`src/rtl/mips_pipe_pkg.sv`:
```
// mips_pipe_pkg: shared types and constants for the MIPS pipeline hazard controller
package mips_pipe_pkg;
    typedef enum logic [1:0] {INIT, RUN, MEM_WAIT} hz_state_t;
    localparam logic [4:0] REG_ZERO = 5'd0;
    localparam int CNT_W_DEFAULT = 16;
endpackage

```
`src/rtl/pipeline_hazard_controller_sat_counter.sv`:
```
// sat_counter: counter that increments on inc and sticks at all-ones
module sat_counter #(
    parameter int W = 16
) (
    input  logic         clk,
    input  logic         rst,
    input  logic         inc,
    output logic [W-1:0] count
);
    always_ff @(posedge clk) begin
        if (rst) count <= '0;
        else if (inc && count != '1) count <= count + 1'b1;
    end
endmodule

```
`src/rtl/pipeline_hazard_controller.sv`:
```
// pipeline_hazard_controller: advance/hold/squash sequencing for the five-stage MIPS pipeline registers
module pipeline_hazard_controller
    import mips_pipe_pkg::*;
#(
    parameter int MAX_WAIT = 255,
    parameter int CNT_W = CNT_W_DEFAULT
) (
    input  logic             clk,
    input  logic             rst,
    input  logic [4:0]       rs_d,
    input  logic [4:0]       rt_d,
    input  logic [4:0]       rt_e,
    input  logic             memread_e,
    input  logic             branch_taken_d,
    input  logic             mem_busy_m,
    output logic             pc_enable,
    output logic             ifid_enable,
    output logic             ifid_flush,
    output logic             idex_flush,
    output logic             exmem_enable,
    output logic             memwb_enable,
    output logic             mem_timeout,
    output logic [CNT_W-1:0] stall_count,
    output logic [CNT_W-1:0] flush_count
);
    localparam int WAIT_W = $clog2(MAX_WAIT + 1);
    localparam logic [WAIT_W-1:0] WAIT_LAST = WAIT_W'(MAX_WAIT - 1);
    hz_state_t state, nextState;
    logic [WAIT_W-1:0] waitCnt;
    logic inInit, loadUse, runGo, branchFlush, stallCycle;
    // RUN and MEM_WAIT decode identically: a busy memory freezes everything, otherwise normal hazard priority
    always_comb begin
        inInit = rst || state == INIT;
        loadUse = memread_e && rt_e != REG_ZERO && (rt_e == rs_d || rt_e == rt_d);
        runGo = !inInit && !mem_busy_m;
        branchFlush = runGo && !loadUse && branch_taken_d;
        pc_enable = runGo && !loadUse;
        ifid_enable = inInit || (runGo && !loadUse);
        ifid_flush = inInit || branchFlush;
        idex_flush = inInit || (runGo && loadUse);
        exmem_enable = inInit || runGo;
        memwb_enable = inInit || runGo;
        stallCycle = !pc_enable;
        nextState = (!inInit && mem_busy_m) ? MEM_WAIT : RUN;
    end
    always_ff @(posedge clk) begin
        if (rst) begin
            state <= INIT;
            waitCnt <= '0;
            mem_timeout <= 1'b0;
        end else begin
            state <= nextState;
            if (state != MEM_WAIT) waitCnt <= '0;
            else if (mem_busy_m && !mem_timeout) waitCnt <= waitCnt + 1'b1;
            mem_timeout <= mem_timeout || (state == MEM_WAIT && mem_busy_m && waitCnt == WAIT_LAST);
        end
    end
    sat_counter #(.W(CNT_W)) stallCounter (
        .clk(clk), .rst(rst), .inc(stallCycle), .count(stall_count)
    );
    sat_counter #(.W(CNT_W)) flushCounter (
        .clk(clk), .rst(rst), .inc(branchFlush), .count(flush_count)
    );
endmodule

```
`config.mk`:
```
export PLATFORM = sky130hd
export DESIGN_NAME = pipeline_hazard_controller
export DESIGN_NICKNAME = d
export VERILOG_FILES = /design/src/rtl/mips_pipe_pkg.sv /design/src/rtl/pipeline_hazard_controller_sat_counter.sv /design/src/rtl/pipeline_hazard_controller.sv
export SDC_FILE = /design/constraint.sdc
export NUM_CORES = 1
export LEC_CHECK = 0
export CORE_MARGIN = 2
export CORE_UTILIZATION = 25
export DETAILED_ROUTE_END_ITERATION = 10
export PLACE_DENSITY_LB_ADDON = 0.1
export SLEW_MARGIN = 10
export SYNTH_ARGS = -nofsm -noshare
export SYNTH_HDL_FRONTEND = slang
export SYNTH_SLANG_ARGS = --single-unit
```
`constraint.sdc`:
```
create_clock -name clk -period 4.4 [get_ports clk]
set_input_delay 1.32 -clock clk [delete_from_list [all_inputs] [get_ports clk]]
set_output_delay 1.32 -clock clk [all_outputs]
set_load 0.05 [all_outputs]
```
# Yosys cells after proc, flatten, opt, wreduce, memory -nomap -nowiden
# Index checks and enable logic that the tools add are counted.
# totals
ff_bits	43
latch_bits	0
mem_bits_rw	0
rom_bits	0
inputBits	20
out_inout_bits	39
word_cells	43
mem_count	0
# classes
n_addsub	3
multipliers	0
div_mod_pow	0
order_cmp	0
n_eq_ne	7
shifts	0
n_mux	1
bitwise	0
n_reduce_logical	27
# op_table
op	count
$add 16x1->16 const B	2
$ne 16x16->1 const B	2
$logic_and 1x1->1	12
$eq 5x5->1	2
$add 8x1->8 const B	1
$eq 8x8->1 const B	1
$logic_or 1x1->1	7
$logic_not 1->1	5
$reduce_bool 5->1	1
$eq 2x2->1 const B	1
$logic_not 2->1	1
$mux 2	1
$ne 2x2->1 const B	1
$reduce_or 2->1	1

# Depth between registers and ports, before layout
# depth
depth_word	7
mapped_depth	9
ltp_nobuf	7

# By module
# A second synthesis with hierarchy kept.
# hier_totals
hier_cells	278
hier_area_um2	2363.5
# modules_own_cells
module	n_inst	cells_each	area_per_inst_um2	seq_area_each_um2
sat_counter	2	99	848.3	320.3
pipeline_hazard_controller	1	80	666.9	220.2

# Worst setup path after synthesis
# OpenSTA, ideal clock, no wires.
# synth_timing
kind	input -> output
start	input port rt_e[1]
end	output port ifid_enable
arrival_ns	3.288
required_ns	3.080
setup_slack_ns	-0.208
stages	6
n_path_buf	2
path_cell_list	or4_1 > o21a_1 > a2111oi_4 > buf_6 > buf_6 > nand2b_1
# synth_via
elab_chain_len	6
word_cells_on_any_way	9
classes_between	eq/ne: 2; reduce/logical: 7
# synth_rtl
element	line	rtl
from (decl)	pipeline_hazard_controller.sv:12	input logic [4:0] rt_e,
$eq 5x5->1 or $reduce_bool 5->1 (tied branches)	pipeline_hazard_controller.sv:34	loadUse = memread_e && rt_e != REG_ZERO && (rt_e == rs_d || rt_e == rt_d);
$logic_or 1x1->1 or $logic_and 1x1->1 (tied branches)	pipeline_hazard_controller.sv:34	
$logic_and 1x1->1 (*)	pipeline_hazard_controller.sv:34	
$logic_not 1->1 (*)	-	
$logic_and 1x1->1 (*)	-	
via pc_enable	pipeline_hazard_controller.sv:16	output logic pc_enable,
$logic_or 1x1->1 (*)	pipeline_hazard_controller.sv:38	ifid_enable = inInit || (runGo && !loadUse);
to (decl)	pipeline_hazard_controller.sv:17	output logic ifid_enable,
# Mark *: on every way through the listed nets, which the timed path passes. The rest lies on a longest branch.

# Worst setup path after layout
# layout_timing
start	input port rt_e[1]
end	output port ifid_flush
# layout_via
elab_chain_len	7
word_cells_on_any_way	10
classes_between	eq/ne: 2; reduce/logical: 8
# layout_rtl
element	line	rtl
$eq 5x5->1 or $reduce_bool 5->1 (tied branches)	pipeline_hazard_controller.sv:34	
$logic_or 1x1->1 or $logic_and 1x1->1 (tied branches)	pipeline_hazard_controller.sv:34	
$logic_and 1x1->1 (*)	pipeline_hazard_controller.sv:34	
$logic_not 1->1 (*)	pipeline_hazard_controller.sv:36	branchFlush = runGo && !loadUse && branch_taken_d;
$logic_and 1x1->1 (*) (2 in series)	pipeline_hazard_controller.sv:36	
$logic_or 1x1->1 (*)	pipeline_hazard_controller.sv:39	ifid_flush = inInit || branchFlush;
to (decl)	pipeline_hazard_controller.sv:18	output logic ifid_flush,
# Every way passes the cells marked *; elsewhere a longest branch is shown, timed or not.

==> flow_metrics.py <==
metrics = {
    "placement": {
        "hpwlAfterDp_mm": 4.06,
        "place_congestion": 0.767,
        "port_buffers": 58,
        "dp_cells": 423,
        "place_ws_ns": -0.191,
    },
    "timing": {
        "setup_ws_ns": 0.0944,
        "period_share_pct": 97.9,
        "fmax_mhz": 232,
        "maxSlewViolCount": 0,
        "setup_violations": 0,
        "min_period_ns": 4.31,
        "worstMarginPinSlew_ns": 0.877,
        "finClkSkew_ns": 0.00797,
        "slew-limit-headroom_pct": 41.3,
        "rsz0062_at_grt": "yes",
        "hold_viol_final": 0,
    },
    "pwr": {
        "p_total_mw": 0.768,
        "irDropWorstVdd_v": 0.000102,
        "leakagePower_nw": 1.06,
        "cellPowerDensity_nw_per_um2": 247,
    },
    "clock_tree": {
        "ctsLongestPathBuffers": 2,
        "clockRootBuffer": "clkbuf_8",
        "htreeDepth": 2,
        "tritoncts": "yes",
        "cts_setup_buffers": 0,
        "worstSkewPairLatency_ns": 0.30,
        "cts_buffers": 5,
        "hold_buffers": 0,
        "cts.sinks": 43,
        "clk_pin_slew_ns": 0.09,
    },
    "synthesis": {
        "syn_nets": 283,
        "syn-mean-instance-area_um2": 8.62,
        "syn_inst": 259,
        "ys_seq_elements": 43,
        "yosysWarningCount": 0,
        "netlist_area_um2": 2230,
        "yosysUniqueCellTypes": 41,
        "yosysSeqAreaShare_pct": 38.6,
    },
    "status": {
        "status": "finished, final reports clean",
    },
    "job": {
        "max_cap_viol_count": 0,
    },
    "cells_and_area": {
        "final_core_util_pct": 35.8,
        "multi_input_area_um2": 1290,
        "drive_above_1_share_pct": 9.91,
        "area_growth_pct": 39.2,
        "antenna_cells": 0,
        "final-seq-area_um2": 861,
        "nNetsFinal": 346,
        "stdcell_count": 431,
        "fillers": 939,
    },
    "floorplanning": {
        "die_area_um2": 9700,
        "ios": 59,
        "initial_core_util_pct": 25.7,
        "core_um2": 8680,
        "core.rowCount": 34,
        "dieWidth_um": 98.5,
        "die_h_um": 98.5,
    },
    "drt": {
        "drt_iter0_markers": 110,
        "first_pass_iters": 5,
        "vias_per_cell": 4.65,
        "drc": 0,
        "vias": 2002,
        "wl_per_cell_um": 12.8,
        "drt-total-wl_mm": 5.51,
        "antenna_left": 0,
    },
    "setup_path": {
        "reg2reg_slack_ns": 1.85,
        "cp_max_fo": 3,
        "rr_startpoint": "stallCounter.count[0]",
        "critPathCaptureType": "output pin",
        "worstPathArrival_ns": 2.99,
        "required_ns": 3.08,
        "setup.worst_path.start_class": "primary input",
        "reg2reg_depth": 7,
        "rr_endpoint": "stallCounter.count[15]",
        "worstSetupPathType": "primary input to output pin",
    },
    "grt": {
        "grt.total_usage_pct": 11.9,
        "antenna_found_initial": 0,
        "grt_max_degree": 27,
        "grt_pass1_vias": 1954,
        "overflow": 0,
        "grt_pass1_wl_mm": 9.51,
    },
    "hold_path": {
        "min_path_cells": 2,
        "hold_path.class": "flip-flop to flip-flop",
        "worstHoldStart": "waitCnt[7]",
        "holdPathEnd": "waitCnt[7]",
    },
}
-- layout by cell type, fill, tap and decap left out, types with 2 or more instances in the layout --
master	n
buf_12	6
nand3_1	14
a21oi_1	8
mux2i_1	2
dlygate4sd2_1	2
nor3_1	6
or3_1	4
and3_1	8
o21ai_0	4
nor3b_1	2
nand4_1	11
ha_1	4
xor2_1	13
inv_1	7
dfxtp_1	43
clkdlybuf4s50_1	47
buf_4	9
nor2_1	42
clkbuf_8	5
a211oi_1	3
xnor2_1	25
and2_1	4
or4_1	2
nor4b_1	3
and4_1	3
nand2_1	17
nor4_1	5
-- final cells by class --
cell class	instances	share of cell area (%)
clock buffer	6	2.33
clock inverter	2	0.403
inverter	7	0.845
multi-input combinational	198	41.5
sequential	43	27.7
tap	108	4.35
timing repair buffer	67	22.8
-- routing by layer --
layer,vias up,GRT usage [%],part of all wire [%]
met5,-,0,0
met4,0,3.79,1.1
met3,6,2.70,5.3
met2,58,19.2,46
met1,916,15.8,48
li1,1022,-,-
-- repair_timing --
item,4_1_cts,5_1_grt
setup endpoints to repair,3,4
pin swaps,5,3
cloned,0,0
gates resized for setup,7,2
-- critical path, cell delays in order --
cell	delay, ns
dlygate4sd2_1	0.25
or4_1	0.47
o21a_1	0.23
a2111oi_4	0.35
nand2_1	0.15
nand2_4	0.09
buf_12	0.13
-- state kept, by name, summed over array words and instances (netlist names) --
name	flops
flushCounter.count	16
stallCounter.count	16
waitCnt	8
state	2
mem_timeout	1
-- through the flow --
step	setup TNS, ns	area, µm²	hold WS [ns]
floorplan	0	2250	0.458
global placement	-0.541	3020	0.473
detailed placement	-0.466	3020	0.484
CTS	0	3110	0.497
global route	-0.00133	3110	0.523
finish	0	3110	0.495
-- Yosys cell counts (all sizes together) --
cell type / number / area share, %
xor2: 13 / 5.1
nor3b: 2 / 0.67
and2: 4 / 1.1
nor4b: 4 / 2.2
or3: 4 / 1.1
o31ai: 1 / 0.34
mux2i: 2 / 0.90
o21ai: 5 / 1.1
or2: 1 / 0.28
dfxtp: 43 / 39
o21a: 1 / 0.34
or3b: 1 / 0.39
nand2b: 2 / 0.56
a311oi: 1 / 0.39
a2111oi: 1 / 1.2
nor2b: 1 / 0.28
and3: 8 / 2.2
a21o: 1 / 0.34
a21oi: 8 / 1.8
nor4: 5 / 1.4
nand3: 15 / 3.9
o22ai: 1 / 0.28
or4: 2 / 0.67
and4b: 1 / 0.45
nor2: 43 / 7.3
a211oi: 3 / 1.0
inv: 7 / 1.2
clkbuf: 6 / 1.0
ha: 4 / 2.2
buf: 5 / 2.1
and4: 3 / 1.2
nand2: 18 / 3.0
nand4: 12 / 4.0
nor3: 6 / 1.3
xnor2: 25 / 9.8
-- worst max-delay path by stage --
stage,depth (start not counted),from,slack [ns],end
after floorplan,7,rt_e[1],0.02,ifid_flush
after global placement,7,rt_e[2],-0.21,ifid_flush
after detailed placement,7,rt_e[2],-0.19,ifid_flush
after CTS,7,rt_e[1],0.008,ifid_flush
after global routing,7,rt_e[1],-0.001,ifid_flush
final,7,rt_e[1],0.09,ifid_flush
-- power by group --
group          switching [mW]  internal [mW]  total, mW
combinational          0.0631         0.0554      0.118
sequential            0.00593          0.394      0.400
clock                   0.139          0.111      0.250
total                   0.208          0.560      0.768
-- kinds of logic (layout without fill, tap and decap cells) --
family	count (synthesis)	count (layout)	synth area share, %
AOI/OAI and AO/OA	22	22	6.84
buffers and inverters	18	82	4.26
and+or+nand+nor	132	132	32.3
adders and majority gates	4	4	2.24
muxes	2	2	0.897
DFF	43	43	38.6
xor gates and xnor gates	38	38	14.9
(Power assumes the default switching activity.)
